[config.mk]
export PLATFORM = sky130hd
export DESIGN_NAME = clock_divider_flat
export DESIGN_NICKNAME = d
export VERILOG_FILES = /design/src/rtl/clock_divider_pkg.sv /design/src/rtl/clock_divider_if.sv /design/src/rtl/clock_divider_shadow.sv /design/src/rtl/clock_divider.sv /design/src/flat_wrapper.sv
export SDC_FILE = /design/constraint.sdc
export NUM_CORES = 1
export LEC_CHECK = 0
export BUFFER_PORTS_ARGS = -buffer_cell sky130_fd_sc_hd__buf_2
export CORE_ASPECT_RATIO = 0.9
export CORE_MARGIN = 1.5
export CORE_UTILIZATION = 45
export CTS_BUF_LIST = sky130_fd_sc_hd__clkbuf_16
export CTS_CLUSTER_DIAMETER = 120
export DETAILED_ROUTE_END_ITERATION = 8
export GPL_TIMING_DRIVEN = 0
export PLACE_DENSITY = 0.65
export SETUP_SLACK_MARGIN = 0.2
export SLEW_MARGIN = 10
export SYNTH_ARGS = -nofsm -noshare
export SYNTH_HDL_FRONTEND = slang
export SYNTH_HIERARCHICAL = 1
export SYNTH_SLANG_ARGS = --single-unit
export TNS_END_PERCENT = 1
[constraint.sdc]
create_clock -name clk -period 3 [get_ports clk]
set_input_delay 0.45 -clock clk [delete_from_list [all_inputs] [get_ports clk]]
set_output_delay 0.45 -clock clk [all_outputs]
set_load 0.05 [all_outputs]
[src/rtl/clock_divider_pkg.sv]
// Shared constants for the programmable clock divider: output-mode encoding
// and the default divisor width and reset divisor.
package clock_divider_pkg;

    localparam int DEF_WIDTH = 8;
    localparam int DEF_DIV   = 3;

    typedef enum logic {
        MODE_PULSE  = 1'b0,
        MODE_SQUARE = 1'b1
    } mode_e;

endpackage

[src/rtl/clock_divider_if.sv]
// Control and status bundle of the clock divider; the master drives enable,
// mode and divisor loads, the slave (the divider) returns the divided outputs.
interface clock_divider_if #(
    parameter int WIDTH = clock_divider_pkg::DEF_WIDTH
);

    logic             en;
    logic             mode;
    logic             div_load;
    logic [WIDTH-1:0] div_value;
    logic             tick;
    logic             clk_out;
    logic             div_pending;

    modport master (
        output en, mode, div_load, div_value,
        input  tick, clk_out, div_pending
    );

    modport slave (
        input  en, mode, div_load, div_value,
        output tick, clk_out, div_pending
    );

endinterface

[src/rtl/clock_divider_shadow.sv]
// Divisor shadow register: captures requested divisors (0 clamped to 1) and
// commits them to the active divisor only on a period boundary.
module clock_divider_shadow #(
    parameter int WIDTH       = 8,
    parameter int DEFAULT_DIV = 3
) (
    input  logic             clk,
    input  logic             reset,
    input  logic             commit,
    input  logic             div_load,
    input  logic [WIDTH-1:0] div_value,
    output logic [WIDTH-1:0] div_active,
    output logic             div_pending
);

    localparam logic [WIDTH-1:0] RESET_DIV = WIDTH'(DEFAULT_DIV);

    logic [WIDTH-1:0] shadow;
    logic [WIDTH-1:0] load_value;

    // A divisor of 0 has no meaningful period, so it behaves as divide-by-1.
    assign load_value = (div_value == '0) ? WIDTH'(1) : div_value;

    // NOTE: state registers use non-blocking assignments so every flop samples
    // the pre-edge values, independent of statement order.
    always_ff @(posedge clk) begin
        if (reset) begin
            div_active  <= RESET_DIV;
            shadow      <= RESET_DIV;
            div_pending <= 1'b0;
        end else if (commit) begin
            // A load arriving on the boundary edge bypasses the shadow.
            div_active  <= div_load ? load_value : shadow;
            shadow      <= div_load ? load_value : shadow;
            div_pending <= 1'b0;
        end else if (div_load) begin
            shadow      <= load_value;
            div_pending <= 1'b1;
        end
    end

endmodule

[src/rtl/clock_divider.sv]
// Programmable clock divider: phase counter over the active divisor, producing
// a one-cycle tick per period and a pulse- or square-shaped divided clock.
module clock_divider
    import clock_divider_pkg::*;
#(
    parameter int WIDTH       = DEF_WIDTH,
    parameter int DEFAULT_DIV = DEF_DIV
) (
    input  logic           clk,
    input  logic           reset,
    clock_divider_if.slave bus
);

    logic [WIDTH-1:0] cnt;
    logic [WIDTH-1:0] cnt_next;
    logic [WIDTH-1:0] div_active;
    logic [WIDTH:0]   half;
    logic             at_end;
    logic             boundary;

    assign at_end   = (cnt == div_active - WIDTH'(1));
    assign boundary = bus.en && at_end;
    assign cnt_next = at_end ? '0 : cnt + WIDTH'(1);

    // High phase length ceil(D/2); the extra bit keeps D+1 from wrapping at D=2^WIDTH-1.
    assign half = ({1'b0, div_active} + (WIDTH+1)'(1)) >> 1;

    clock_divider_shadow #(
        .WIDTH       (WIDTH),
        .DEFAULT_DIV (DEFAULT_DIV)
    ) u_shadow (
        .clk         (clk),
        .reset       (reset),
        .commit      (boundary),
        .div_load    (bus.div_load),
        .div_value   (bus.div_value),
        .div_active  (div_active),
        .div_pending (bus.div_pending)
    );

    always_ff @(posedge clk) begin
        if (reset) begin
            cnt         <= '0;
            bus.tick    <= 1'b0;
            bus.clk_out <= 1'b0;
        end else if (bus.en) begin
            cnt      <= cnt_next;
            bus.tick <= at_end;
            if (mode_e'(bus.mode) == MODE_SQUARE) begin
                bus.clk_out <= ({1'b0, cnt_next} < half);
            end else begin
                bus.clk_out <= at_end;
            end
        end else begin
            // Frozen: phase and divided clock hold, only the strobe drops.
            bus.tick <= 1'b0;
        end
    end

endmodule
[src/flat_wrapper.sv]
// flat-port wrapper written by rule: the top's interface ports become plain ports
module clock_divider_flat import clock_divider_pkg::*;
#(
    parameter int WIDTH       = DEF_WIDTH,
    parameter int DEFAULT_DIV = DEF_DIV
)
  (clk, reset, bus_en, bus_mode, bus_div_load, bus_div_value, bus_tick, bus_clk_out, bus_div_pending);
  clock_divider_if #(.WIDTH(WIDTH)) bus_i ();
  input  logic clk;
  input  logic reset;
  input wire logic [$bits(bus_i.en)-1:0] bus_en;
  input wire logic [$bits(bus_i.mode)-1:0] bus_mode;
  input wire logic [$bits(bus_i.div_load)-1:0] bus_div_load;
  input wire logic [$bits(bus_i.div_value)-1:0] bus_div_value;
  output wire logic [$bits(bus_i.tick)-1:0] bus_tick;
  output wire logic [$bits(bus_i.clk_out)-1:0] bus_clk_out;
  output wire logic [$bits(bus_i.div_pending)-1:0] bus_div_pending;
  assign bus_i.en = bus_en;
  assign bus_i.mode = bus_mode;
  assign bus_i.div_load = bus_div_load;
  assign bus_i.div_value = bus_div_value;
  assign bus_tick = bus_i.tick;
  assign bus_clk_out = bus_i.clk_out;
  assign bus_div_pending = bus_i.div_pending;
  clock_divider #(.WIDTH(WIDTH), .DEFAULT_DIV(DEFAULT_DIV)) u_core (.clk(clk), .reset(reset), .bus(bus_i));
endmodule
==> results.py <==
metrics = {
    "setup_path": {
        "critical_path.slowest_cell": "sky130_fd_sc_hd__or4_4",
        "r2r_slack_ps": -150,
        "reg2reg_from": "u_core/u_shadow/div_active[3]$_SDFFE_PP0P_",
        "setup.worst_path.end_class": "register",
        "critPathLaunch": "u_core/u_shadow/div_active[3]$_SDFFE_PP0P_",
        "worst_ep_required_time_ps": 3210,
        "kind_of_start_point_of_the_critical_path": "register",
        "worst-path-buf-inv": 2,
        "critical_path.cell_chain": "buf_6, nor4_4, a21boi_2, or3_4, o2bb2ai_4, nor2_4, buf_6, nor2_4, ha_4, a211oi_2, o21ai_2, or4_4, o22ai_2, a2bb2o_4",
        "critical-path-top-delay-family": "simple AND/OR/NAND/NOR gates",
        "worst-setup-path-type": "register to register",
        "worst-path-max-fanout": 4,
        "critPathMaxStageDelay_ps": 550,
        "worstPathArrival_ps": 3360,
    },
    "clock_tree": {
        "hold_buffers": 0,
        "clk_transition_reported_paths_ps": 70,
        "clk_path_buf_depth": 2,
        "cts_inserted_buffers": 3,
        "cts-htree-levels": 1,
        "insertion_delay_ps": 260,
        "clock_tree_from_tritoncts": "built",
        "cts_root_buf": "sky130_fd_sc_hd__clkbuf_16",
        "cts.sink_count": 27,
    },
    "detailed_routing": {
        "dr.pass1.iters": 4,
        "ant_nets": 0,
        "wirelength_mm": 4.18,
        "remaining_drc_errors": 0,
        "via_to_cell_ratio": 5.63,
        "drtIter0Drc": 113,
        "detailroute.via_count": 1572,
        "detail_route.wl_per_cell_um": 15.0,
    },
    "floorplan": {
        "die_area_sq_um": 4320,
        "die_h_um": 62.5,
        "chipWidth_um": 69.1,
        "initial_core_utilization": 0.474,
        "ios": 16,
        "fp.coreArea_sq_um": 3730,
        "rows": 21,
    },
    "timing": {
        "final_min_period_over_clock_period": 1.05,
        "fin_worst_skew_ps": 3.68,
        "finalHoldWorstSlack_ps": 440,
        "final_period_minus_worst_setup_slack_ps": 3150,
        "clock.fmax_mhz": 317,
        "total_count_of_max_transition_violations_in_the_final_report": 0,
        "timing.final.hold_violations": 0,
        "max_slew_margin": 0.630,
        "worst_pin_slew_ps": 555,
        "setup_viol": 1,
        "grt_setup_unrepaired": "true",
        "layout_setup_ws_ps": -152,
    },
    "synth": {
        "number_of_enable_flip_flop_cells_after_synthesis": 0,
        "syn_area_sq_um": 1770,
        "synth_top_cells_by_area": "sky130_fd_sc_hd__dfxtp_1 (31%), sky130_fd_sc_hd__ha_1 (7.1%), sky130_fd_sc_hd__xnor2_1 (5.9%)",
        "yosysSeqAreaShare": 0.306,
        "synthDistinctLibCells": 51,
        "syn_avg_cell_area_sq_um": 8.89,
        "synth_flop_type": "sky130_fd_sc_hd__dfxtp_1",
        "postSynth.asyncResetShare": 0,
        "instance_count_of_the_mapped_netlist": 199,
        "synth_nets": 222,
        "synthMostInstantiatedCell": "sky130_fd_sc_hd__dfxtp_1",
        "ys_seq_elements": 27,
        "synth_commonest_cells": "sky130_fd_sc_hd__dfxtp_1 (27), sky130_fd_sc_hd__nor2_1 (18), sky130_fd_sc_hd__o21ai_0 (12), sky130_fd_sc_hd__xnor2_1 (12)",
        "synthDominantAreaCellType": "sky130_fd_sc_hd__dfxtp_1",
        "synth.top_cell.area_share": 0.306,
        "ys_warn_count": 6,
    },
    "finish": {
        "antenna_cells_inserted": 0,
        "post-route-util": 0.597,
        "design.final.nets": 257,
        "area.growth.synth_to_final_pct": 25.8,
        "final_layout_size_suffix_gt1_frac": 0.335,
    },
    "place": {
        "buffer_ports.inserted": 15,
        "hpwl_mm": 3.08,
        "finalWeightedCongestion": 0.847,
    },
    "min_path": {
        "worst_min_path_start": "bus_div_value[1]",
        "hp_class": "input port to register",
    },
    "grt": {
        "grt.total_usage": 0.207,
        "largest_net_degree_at_the_start_of_global_routing": 18,
        "grt_antenna_before_repair": 0,
        "globalRoute.totalOverflow": 0,
        "first_global_vias": 1544,
        "grt_pass1_wl_mm": 7.23,
    },
    "run": {
        "drv.max_cap_violation_count": 0,
    },
    "power_and_ir_drop": {
        "share_clk_of_total_power": 0.159,
        "seqPwrFrac": 0.253,
        "netSwitchingPower_w": 0.000767,
        "power_leakage_nw": 0.959,
        "swShare": 0.390,
        "comb_power_share": 0.589,
        "power.ir.vdd_worst_v": 0.000476,
        "intPower_w": 0.00120,
        "pwr_density_cell_nw_per_um2": 883,
    },
    "status": {
        "violations": "negative setup slack",
        "outcome": "finished, violations left",
    },
}
-- worst register-to-register path, cell delays in order, from the launching register on --
cell and delay (ps):
sky130_fd_sc_hd__dfxtp_2 320, sky130_fd_sc_hd__buf_6 110, sky130_fd_sc_hd__nor4_4 340, sky130_fd_sc_hd__a21boi_2 100, sky130_fd_sc_hd__or3_4 380, sky130_fd_sc_hd__o2bb2ai_4 140
sky130_fd_sc_hd__nor2_4 110, sky130_fd_sc_hd__buf_6 130, sky130_fd_sc_hd__nor2_4 40, sky130_fd_sc_hd__ha_4 250, sky130_fd_sc_hd__a211oi_2 230, sky130_fd_sc_hd__o21ai_2 110
sky130_fd_sc_hd__or4_4 550, sky130_fd_sc_hd__o22ai_2 130, sky130_fd_sc_hd__a2bb2o_4 140
-- final timing paths --
kind,to,cells after the start
worst min register to register,u_core/u_shadow/div_pending$_SDFFE_PP0P_,2
worst max-delay path,u_core/bus.clk_out$_SDFFE_PP0P_,14
worst max register to register,u_core/bus.clk_out$_SDFFE_PP0P_,14
worst min-delay path,u_core/u_shadow/shadow[1]$_SDFF_PP1_,2
-- placed cells by master (no fill, tap or decap), types with 7 or more instances in the layout --
| master | n |
|---|---|
| sky130_fd_sc_hd__dfxtp_1 | 23 |
| sky130_fd_sc_hd__ha_1 | 7 |
| sky130_fd_sc_hd__buf_4 | 15 |
| sky130_fd_sc_hd__and3_1 | 9 |
| sky130_fd_sc_hd__nor2_2 | 8 |
| sky130_fd_sc_hd__xnor2_1 | 11 |
| sky130_fd_sc_hd__nand3_1 | 10 |
| sky130_fd_sc_hd__buf_2 | 20 |
| sky130_fd_sc_hd__mux2i_1 | 8 |
| sky130_fd_sc_hd__nor2_1 | 16 |
| sky130_fd_sc_hd__o21ai_0 | 8 |
-- per-layer routing --
metal  vias up  routed length, um  global-route usage
li1        789                  -                   -
met5         -                  0                   0
met2        26               1990               0.332
met4         0                 29              0.0564
met3         2                162              0.0290
met1       755               1990               0.292
-- layout make-up --
class                   count  area (sq um)
multi-input cells         154          1230
flip-flops and latches     27           551
clock inverters             1          8.76
repair buffers             30           191
plain buffers              14          92.6
inverters                   4          15.0
well taps                  46          57.6
clock buffers               3          75.1
fillers                   342          1510
-- registers in the layout, indices dropped and copies added, names as in the netlist --
signal / cells
u_core/bus.clk_out: 1
u_core/bus.tick: 1
u_core/u_shadow/div_pending: 1
u_core/cnt: 8
u_core/u_shadow/div_active: 8
u_core/u_shadow/shadow: 8
-- what timing repair did --
item / 4_1_cts / 5_1_grt
buffers inserted: 15 / 0
endpoints found under the setup margin: 1 / 9
resized for setup: 25 / 4
pin swaps: 16 / 4
-- through the flow --
step	TNS [ps]	setup WS (ps)	instances	power [W]	cell area [sq um]
global placement	-283	-283	260	0.00133	1930
finish	-152	-152	279	0.00197	2230
global route	-280	-280	279	0.00211	2230
floorplan	0	17.5	199	0.00118	1800
detailed placement	-327	-327	260	0.00137	1930
CTS	-124	-124	279	0.00196	2210
-- cell families after synthesis --
kind of cell    after synthesis  share of synthesized area
fa+ha+maj                    10                     0.0707
compound gates               48                      0.203
simple gates                 71                      0.234
buf+inv                      18                     0.0573
mux                           8                     0.0453
xor+xnor                     17                     0.0842
flops                        27                      0.306
-- power groups by stage --
| stage | Sequential, W | Combinational [W] | Clock, W |
|---|---|---|---|
| after global placement | 0.000505 | 0.000826 | 0 |
| after global routing | 0.000505 | 0.00127 | 0.000335 |
| after floorplan | 0.000533 | 0.000648 | 0 |
| after detailed placement | 0.000509 | 0.000862 | 0 |
| final | 0.000496 | 0.00116 | 0.000312 |
| after CTS | 0.000496 | 0.00114 | 0.000320 |
Note: power is estimated with default switching activity, not from simulation.
